<file path="src/rtl/count_pkg.sv">
// Shared types and widths for the counter extension slice.
package count_pkg;

  localparam int unsigned CNT_W = 4;

  typedef enum logic {
    CAP_IDLE = 1'b0,
    CAP_HOLD = 1'b1
  } cap_state_e;

  // Total extended count width for a given extension width.
  function automatic int unsigned total_w(input int unsigned ext_w);
    return CNT_W + ext_w;
  endfunction

endpackage

</file>
<file path="src/rtl/count_step_check.sv">
// Classifies the step between the registered and incoming upstream count.
module count_step_check
  import count_pkg::*;
(
  input  logic [CNT_W-1:0] cnt_q,
  input  logic [CNT_W-1:0] cnt_in,
  output logic             hold,
  output logic             step,
  output logic             wrap,
  output logic             illegal
);

  localparam logic [CNT_W-1:0] CNT_MAX = '1;

  always_comb begin
    hold    = 1'b0;
    step    = 1'b0;
    wrap    = 1'b0;
    illegal = 1'b0;
    if (cnt_in == cnt_q) begin
      hold = 1'b1;
    end else if (cnt_q == CNT_MAX) begin
      // From the top value only a return to zero is legal.
      if (cnt_in == '0) begin
        wrap = 1'b1;
      end else begin
        illegal = 1'b1;
      end
    end else if (cnt_in == cnt_q + CNT_W'(1)) begin
      step = 1'b1;
    end else begin
      illegal = 1'b1;
    end
  end

endmodule

</file>
<file path="src/rtl/count_extender.sv">
// Extends the upstream 4-bit count with wrap counting, compare match and snapshot port.
// Build option: COUNT_EXT_OVF_STICKY_EN makes ovf sticky until reset or clr.
module count_extender
  import count_pkg::*;
#(
  parameter  int unsigned EXT_W = 4,
  localparam int unsigned TW    = total_w(EXT_W)
) (
  input  logic             clk,
  input  logic             reset,
  input  logic [CNT_W-1:0] cnt_in,
  input  logic             clr,
  input  logic [TW-1:0]    cmp_val,
  output logic [TW-1:0]    ext_cnt,
  output logic             wrap,
  output logic             match,
  output logic             ovf,
  output logic             seq_err,
  input  logic             cap_req,
  output logic             cap_valid,
  input  logic             cap_ready,
  output logic [TW-1:0]    cap_data
);

  localparam logic [EXT_W-1:0] EXT_MAX = '1;

  logic [CNT_W-1:0] cnt_q;
  logic [EXT_W-1:0] ext_hi;
  logic [EXT_W-1:0] ext_hi_nxt;
  logic             primed;
  logic             eq_q;
  logic             eq_nxt;
  logic             wrap_nxt;
  logic             ovf_nxt;
  logic             err_nxt;
  logic             st_hold;
  logic             st_step;
  logic             st_wrap;
  logic             st_illegal;
  logic             bad_step;

  cap_state_e       cap_state;
  cap_state_e       cap_state_nxt;
  logic [TW-1:0]    cap_data_nxt;

  count_step_check u_step (
    .cnt_q   (cnt_q),
    .cnt_in  (cnt_in),
    .hold    (st_hold),
    .step    (st_step),
    .wrap    (st_wrap),
    .illegal (st_illegal)
  );

  // A step matching no legal class is treated as illegal as well.
  assign bad_step = st_illegal | ~(st_hold | st_step | st_wrap);

  // Extension, overflow, error and equality next-state.
  always_comb begin
    ext_hi_nxt = ext_hi;
    wrap_nxt   = 1'b0;
`ifdef COUNT_EXT_OVF_STICKY_EN
    ovf_nxt    = ovf;
`else
    ovf_nxt    = 1'b0;
`endif
    err_nxt    = seq_err;
    if (clr) begin
      ext_hi_nxt = '0;
      ovf_nxt    = 1'b0;
      err_nxt    = 1'b0;
    end else if (primed) begin
      if (st_wrap) begin
        ext_hi_nxt = ext_hi + EXT_W'(1);
        wrap_nxt   = 1'b1;
        if (ext_hi == EXT_MAX) begin
          ovf_nxt = 1'b1;
        end
      end
      if (bad_step) begin
        err_nxt = 1'b1;
      end
    end
    eq_nxt = ({ext_hi_nxt, cnt_in} == cmp_val);
  end

  always_ff @(posedge clk) begin
    if (reset) begin
      cnt_q   <= '0;
      ext_hi  <= '0;
      primed  <= 1'b0;
      wrap    <= 1'b0;
      ovf     <= 1'b0;
      seq_err <= 1'b0;
      eq_q    <= 1'b0;
      match   <= 1'b0;
    end else begin
      cnt_q   <= cnt_in;
      ext_hi  <= ext_hi_nxt;
      primed  <= 1'b1;
      wrap    <= wrap_nxt;
      ovf     <= ovf_nxt;
      seq_err <= err_nxt;
      eq_q    <= clr ? 1'b0 : eq_nxt;
      match   <= eq_nxt & ~eq_q;
    end
  end

  assign ext_cnt = {ext_hi, cnt_q};

  // Snapshot FSM state register.
  always_ff @(posedge clk) begin
    if (reset) begin
      cap_state <= CAP_IDLE;
      cap_data  <= '0;
    end else begin
      cap_state <= cap_state_nxt;
      cap_data  <= cap_data_nxt;
    end
  end

  // Requests are only honoured in IDLE; the snapshot is frozen while held.
  always_comb begin
    cap_state_nxt = cap_state;
    cap_data_nxt  = cap_data;
    case (cap_state)
      CAP_IDLE: begin
        if (cap_req) begin
          cap_data_nxt  = ext_cnt;
          cap_state_nxt = CAP_HOLD;
        end
      end
      CAP_HOLD: begin
        if (cap_ready) begin
          cap_state_nxt = CAP_IDLE;
        end
      end
      default: cap_state_nxt = CAP_IDLE;
    endcase
  end

  assign cap_valid = (cap_state == CAP_HOLD);

endmodule

</file>
<file path="config.mk">
export PLATFORM = sky130hd
export DESIGN_NAME = count_extender
export DESIGN_NICKNAME = d
export VERILOG_FILES = /design/src/rtl/count_pkg.sv /design/src/rtl/count_step_check.sv /design/src/rtl/count_extender.sv
export SDC_FILE = /design/constraint.sdc
export NUM_CORES = 1
export LEC_CHECK = 0
export BUFFER_PORTS_ARGS = -buffer_cell sky130_fd_sc_hd__buf_2
export CORE_MARGIN = 2
export CORE_UTILIZATION = 37
export DETAILED_ROUTE_END_ITERATION = 8
export GPL_TIMING_DRIVEN = 0
export PLACE_DENSITY = 0.7
export SLEW_MARGIN = 15
export SYNTH_ARGS = -nofsm -noshare
export SYNTH_HDL_FRONTEND = slang
export SYNTH_SLANG_ARGS = --single-unit
</file>
<file path="constraint.sdc">
create_clock -name clk -period 3.78 [get_ports clk]
set_input_delay 0.189 -clock clk [delete_from_list [all_inputs] [get_ports clk]]
set_output_delay 0.189 -clock clk [all_outputs]
set_load 0.02 [all_outputs]
</file>
* Yosys cells after proc, flatten, opt, wreduce, memory -nomap -nowiden
Index checks and enable logic that the tools add are counted.
Storage, ports and cells: output and inout port bits 21, logic and storage cells 52, register bits after elaboration 23, bits of input ports 17
Operators by class: eq/ne operators 5, mux-type cells 20, add/subtract/negate cells 2, reduce and logical (&&, ||, !) cells 6, bitwise operators 9
Operator list (number):
- two-way mux 1 bit | 16
- two-way mux 4 bit | 3
- adder 4 x 1 -> 4 bit, second input constant | 2
- equality test 4 bit | 2
- equality test 4 bit, second input constant | 2
- equality test 8 bit | 1
- NOT 1 bit | 5
- zero test 4 bit | 1
- AND reduction 2 bit | 2
- OR reduction 4 bit | 1
- bitwise OR 1 bit | 3
- OR reduction 3 bit | 1
- one-hot mux 1 bit (2 select lines) | 1
- OR reduction 2 bit | 1
- AND 1 bit | 1

* Depth between registers and ports, before layout
word-level depth 10, mapped depth 8, depth with buffers taken out 6

* Hierarchy
Synthesis repeated with hierarchy kept, for this count alone.
Unflattened totals: cells, all modules 129, area total of the unflattened synthesis 1117.3 µm²
By module, submodules not included:
- count_extender | times used 1, cells an instance 113, area an instance 970.9 µm²
- count_step_check | times used 1, cells an instance 16, area an instance 146.4 µm²

* Worst setup path before layout
No wires, ideal clock.
path type reg2reg, from reg cnt_q[1], to reg eq_q, data arrival time 1.828 ns, setup slack 1.892 ns, path buffers 2, library setup time 0.060 ns, cell stages (with the launch flop) 9, required time 3.720 ns, path through dfxtp_1 > ha_1 > and4bb_1 > buf_4 > and2_4 > buf_12 > o21ai_4 > nor4_4 > o2111a_1
On the way: cells in the longest elaborated chain, start to end 7
RTL lines:
- from (decl) | line count_extender.sv:27 | logic [CNT_W-1:0] cnt_q;
- from (signal assigned) | line count_extender.sv:98 | cnt_q <= cnt_in;
- equality test 4 bit | line count_step_check.sv:22 | end else if (cnt_q == CNT_MAX) begin
- two-way mux 1 bit | line count_step_check.sv:22
- two-way mux 1 bit * | line count_step_check.sv:20 | if (cnt_in == cnt_q) begin
- two-way mux 4 bit * | line count_extender.sv:73 | if (st_wrap) begin
- two-way mux 4 bit * | line count_extender.sv:72 | end else if (primed) begin
- two-way mux 4 bit * | line count_extender.sv:68 | if (clr) begin
- equality test 8 bit * | line count_extender.sv:84 | eq_nxt = ({ext_hi_nxt, cnt_in} == cmp_val);
- to (signal assigned) | line count_extender.sv:104 | eq_q <= clr ? 1'b0 : eq_nxt;
- to (decl) | line count_extender.sv:31 | logic eq_q;
Mark *: on every way between the ends. The rest lies on a longest branch, timed or not. A chain may end at the register's enable or synchronous reset.

* Worst setup path in the final report
from reg ext_hi[0], to reg eq_q
On the way: cells in the longest elaborated chain, start to end 5
RTL lines:
- from (decl) | line count_extender.sv:28 | logic [EXT_W-1:0] ext_hi;
- from (signal assigned) | line count_extender.sv:99 | ext_hi <= ext_hi_nxt;
- adder 4 x 1 -> 4 bit | line count_extender.sv:74 | ext_hi_nxt = ext_hi + EXT_W'(1);
- two-way mux 4 bit | line count_extender.sv:73
- two-way mux 4 bit * | line count_extender.sv:72
- two-way mux 4 bit * | line count_extender.sv:68
- equality test 8 bit * | line count_extender.sv:84
Marks and branches as above.

==> impl_metrics.csv <==
group,metric,value,unit
synth,synth_seq_cells,23,
die,die_w,63.4,um
route,routed_wl,2750,um
clock_tree,cts_setup_buffers,0,
clock_tree,cts_resized,0,
synth,ys_top_cells_by_count,"dfxtp_1, nand2_1, a21oi_1",
setup_path,regToRegStartpoint,"ext_hi[0]$_SDFF_PP0_",
synth,seq_area_frac_synth,0.353,
die,ioPinCount,38,
clock_tree,insertion_delay,0.31,ns
setup_path,critPathCapture,"eq_q$_SDFF_PP0_",
setup_path,critPathMaxStageDelay,0.52,ns
layout,nets,211,
placement,gp_congestion,0.785,
setup_path,crit_required,4.05,ns
sta,max_freq,0.501,GHz
synth,synth.most_common_cell,"dfxtp_1",
route,vias,1206,
die,rows,21,
clock_tree,cts_buffers,3,
setup_path,r2r_cells,6,
setup_path,worst_setup_path_start_kind,"flip-flop",
layout,layout-drive-gt1-share,0.262,
setup_path,end_kind,"flip-flop",
synth,synth_largest_area_cell,"dfxtp_1",
synth,netlist_area,1310,sq um
global_routing,grt_use_total,0.144,
sta,relSlewSlack,0.726,
synth,synthTopCellsByArea,"dfxtp_1, xnor2_1, nand2_1, a21oi_1, nor2_1",
synth,async_reset_ff_frac,0,
sta,finalSetupTns,0,ns
layout,fin_cells,237,
sta,maxSlewViolCount,0,
layout,area_growth,19.9,%
clock_tree,cts.path.max_buffers,2,
flow_run,drv_cap,0,
global_routing,antenna_found_initial,0,
route,dr.pass1.iters,4,
sta,finalSetupViolCount,0,
synth,synthCells,152,
route,routed_via_density,5.09,
synth,synth_flop_cell,"dfxtp_1",
sta,finalHoldViolations,0,
route,drt_iter0_drc,57,
clock_tree,cts.clk_slew.worst_paths,0.13,ns
die,core_area,3360,sq um
placement,portBuffers,35,
global_routing,overflow,0,
layout,fin_util,0.465,
run_status,status,"finished, final reports clean",
placement,post-place-cells,233,
sta,rsz0062_at_grt,"no",
route,wl_per_cell,11.6,um
setup_path,critPathKind,"flip-flop to flip-flop",
layout,stdcell_area,1570,sq um
global_routing,grt_pass1_vias,1153,
setup_path,critPathLaunch,"ext_hi[0]$_SDFF_PP0_",
global_routing,grt_pass1_wl,4820,um
power,vdd_ir_drop_max,0.193,mV
placement,place_area,1540,sq um
power,p_leak,0.647,nW
route,detail-route-antenna-nets,0,
sta,hold_slack,0.113,ns
global_routing,grt_max_degree,14,
power,power_density,281,nW/um^2
synth,avgSynthCellArea,8.59,sq um
sta,skew,0.00873,ns
sta,fin_crit,2.00,ns
synth,synth.distinct_cells,41,
placement,place_hpwl,2050,um
route,drcViolationCount,0,
clock_tree,hold_buffers,0,
clock_tree,cts_tree,"done",
clock_tree,cts.sinks,23,
setup_path,worstPathArrival,2.26,ns
clock_tree,htree_levels,1,
setup_path,worstPathMaxFanout,8,
sta,tightest_slew,0.411,ns
setup_path,ff2ff_setup_slack,1.78,ns
layout,antenna_cells,0,
synth,yosys_warnings,0,
die,dieArea,4020,sq um
synth,synth_fp_nets,171,
setup_path,path_cells,"ha_1 > nand4bb_1 > a311o_1 > mux2_2 > o211ai_1 > o2111a_1",
die,dieHeight,63.4,um
worst_hold_path,min_path_type,"primary input to flip-flop",
setup_path,r2r-end,"eq_q$_SDFF_PP0_",
setup_path,critPathSlowestCell,"dfxtp_1",
die,start_util,0.388,
synth,synth-edff-count,0,
clock_tree,cts_root_buf,"clkbuf_4",
synth,synth_top_cell_area_share,0.353,
sta,min_period_over_period,0.528,
[cell type report]
cell class / count / area, sq um
clock buffer: 3 / 22.5
fill: 361 / 1800
multi-input combinational: 116 / 759
inverter: 4 / 15.0
sequential: 23 / 460
clock inverter: 1 / 5.00
tap: 46 / 57.6
buffer: 9 / 70.1
timing repair buffer: 35 / 175
[stage by stage]
stage	worst slack [ns]	total power, W
final	1.78	0.000440
after global routing	1.66	0.000465
after CTS	1.80	0.000447
after detailed placement	1.83	0.000330
after global placement	1.85	0.000329
after floorplan	1.89	0.000305
[cell families after synthesis]
group                    share of synthesized area
AO/OA/AOI/OAI                                0.146
XOR/XNOR                                     0.107
adder cells (fa/ha/maj)                     0.0192
buffers and inverters                       0.0652
flip-flops                                   0.353
multiplexers                               0.00863
AND/OR/NAND/NOR                              0.301
[worst max-delay path: cells and delay by family (launching register included)]
family / cells / cell delay, ns
compound gates: 3 / 0.68
flops: 1 / 0.52
fa+ha+maj: 1 / 0.36
mux: 1 / 0.26
simple gates: 1 / 0.13
[layer usage]
metal	vias up	routed length [um]	GRT usage
met4	0	0	0.0326
li1	605	-	-
met2	39	1240	0.239
met3	0	200	0.0304
met1	562	1310	0.191
met5	-	0	0
[how the worst min path moves through the flow]
stage | startpoint | end | cells after the start
floorplan | reset | cnt_q[0]$_SDFF_PP0_ | 1
global placement | cnt_in[1] | cnt_q[1]$_SDFF_PP0_ | 2
detailed placement | cnt_in[1] | cnt_q[1]$_SDFF_PP0_ | 2
CTS | cnt_in[1] | cnt_q[1]$_SDFF_PP0_ | 2
global route | cnt_in[1] | cnt_q[1]$_SDFF_PP0_ | 2
finish | cnt_in[1] | cnt_q[1]$_SDFF_PP0_ | 2
[flip-flops by register name, indices dropped and copies added, names as in the netlist]
signal / cells
eq_q: 1
cap_data: 8
cap_valid: 1
primed: 1
wrap: 1
ovf: 1
ext_hi: 4
match: 1
cnt_q: 4
seq_err: 1
[layout by cell type (no fill, tap or decap), types with 2 or more instances in the layout]
cell       synthesis  routed
nand4_1            3       3
nor2_1            13      13
buf_6              2       2
clkbuf_1           4       4
inv_1              4       4
nor3_1             3       3
nand4bb_1          2       2
nand2_1           20      20
clkbuf_4           0       3
o21ai_0            4       4
nand3_1            4       4
xor2_1             4       4
buf_2              1      36
and3_1             4       4
nor2b_1            7       7
xnor2_1           12      12
dfxtp_1           23      23
nand2b_1           3       3
ha_1               2       2
a21oi_1           14      14
o2111a_1           2       2
[power by group]
group / internal [W] / switching (W)
Clock: 0.0000395 / 0.0000754
Combinational: 0.0000312 / 0.0000397
Sequential: 0.000248 / 0.00000573
Total: 0.000319 / 0.000121
No activity file was read; power rests on OpenSTA's default activity.
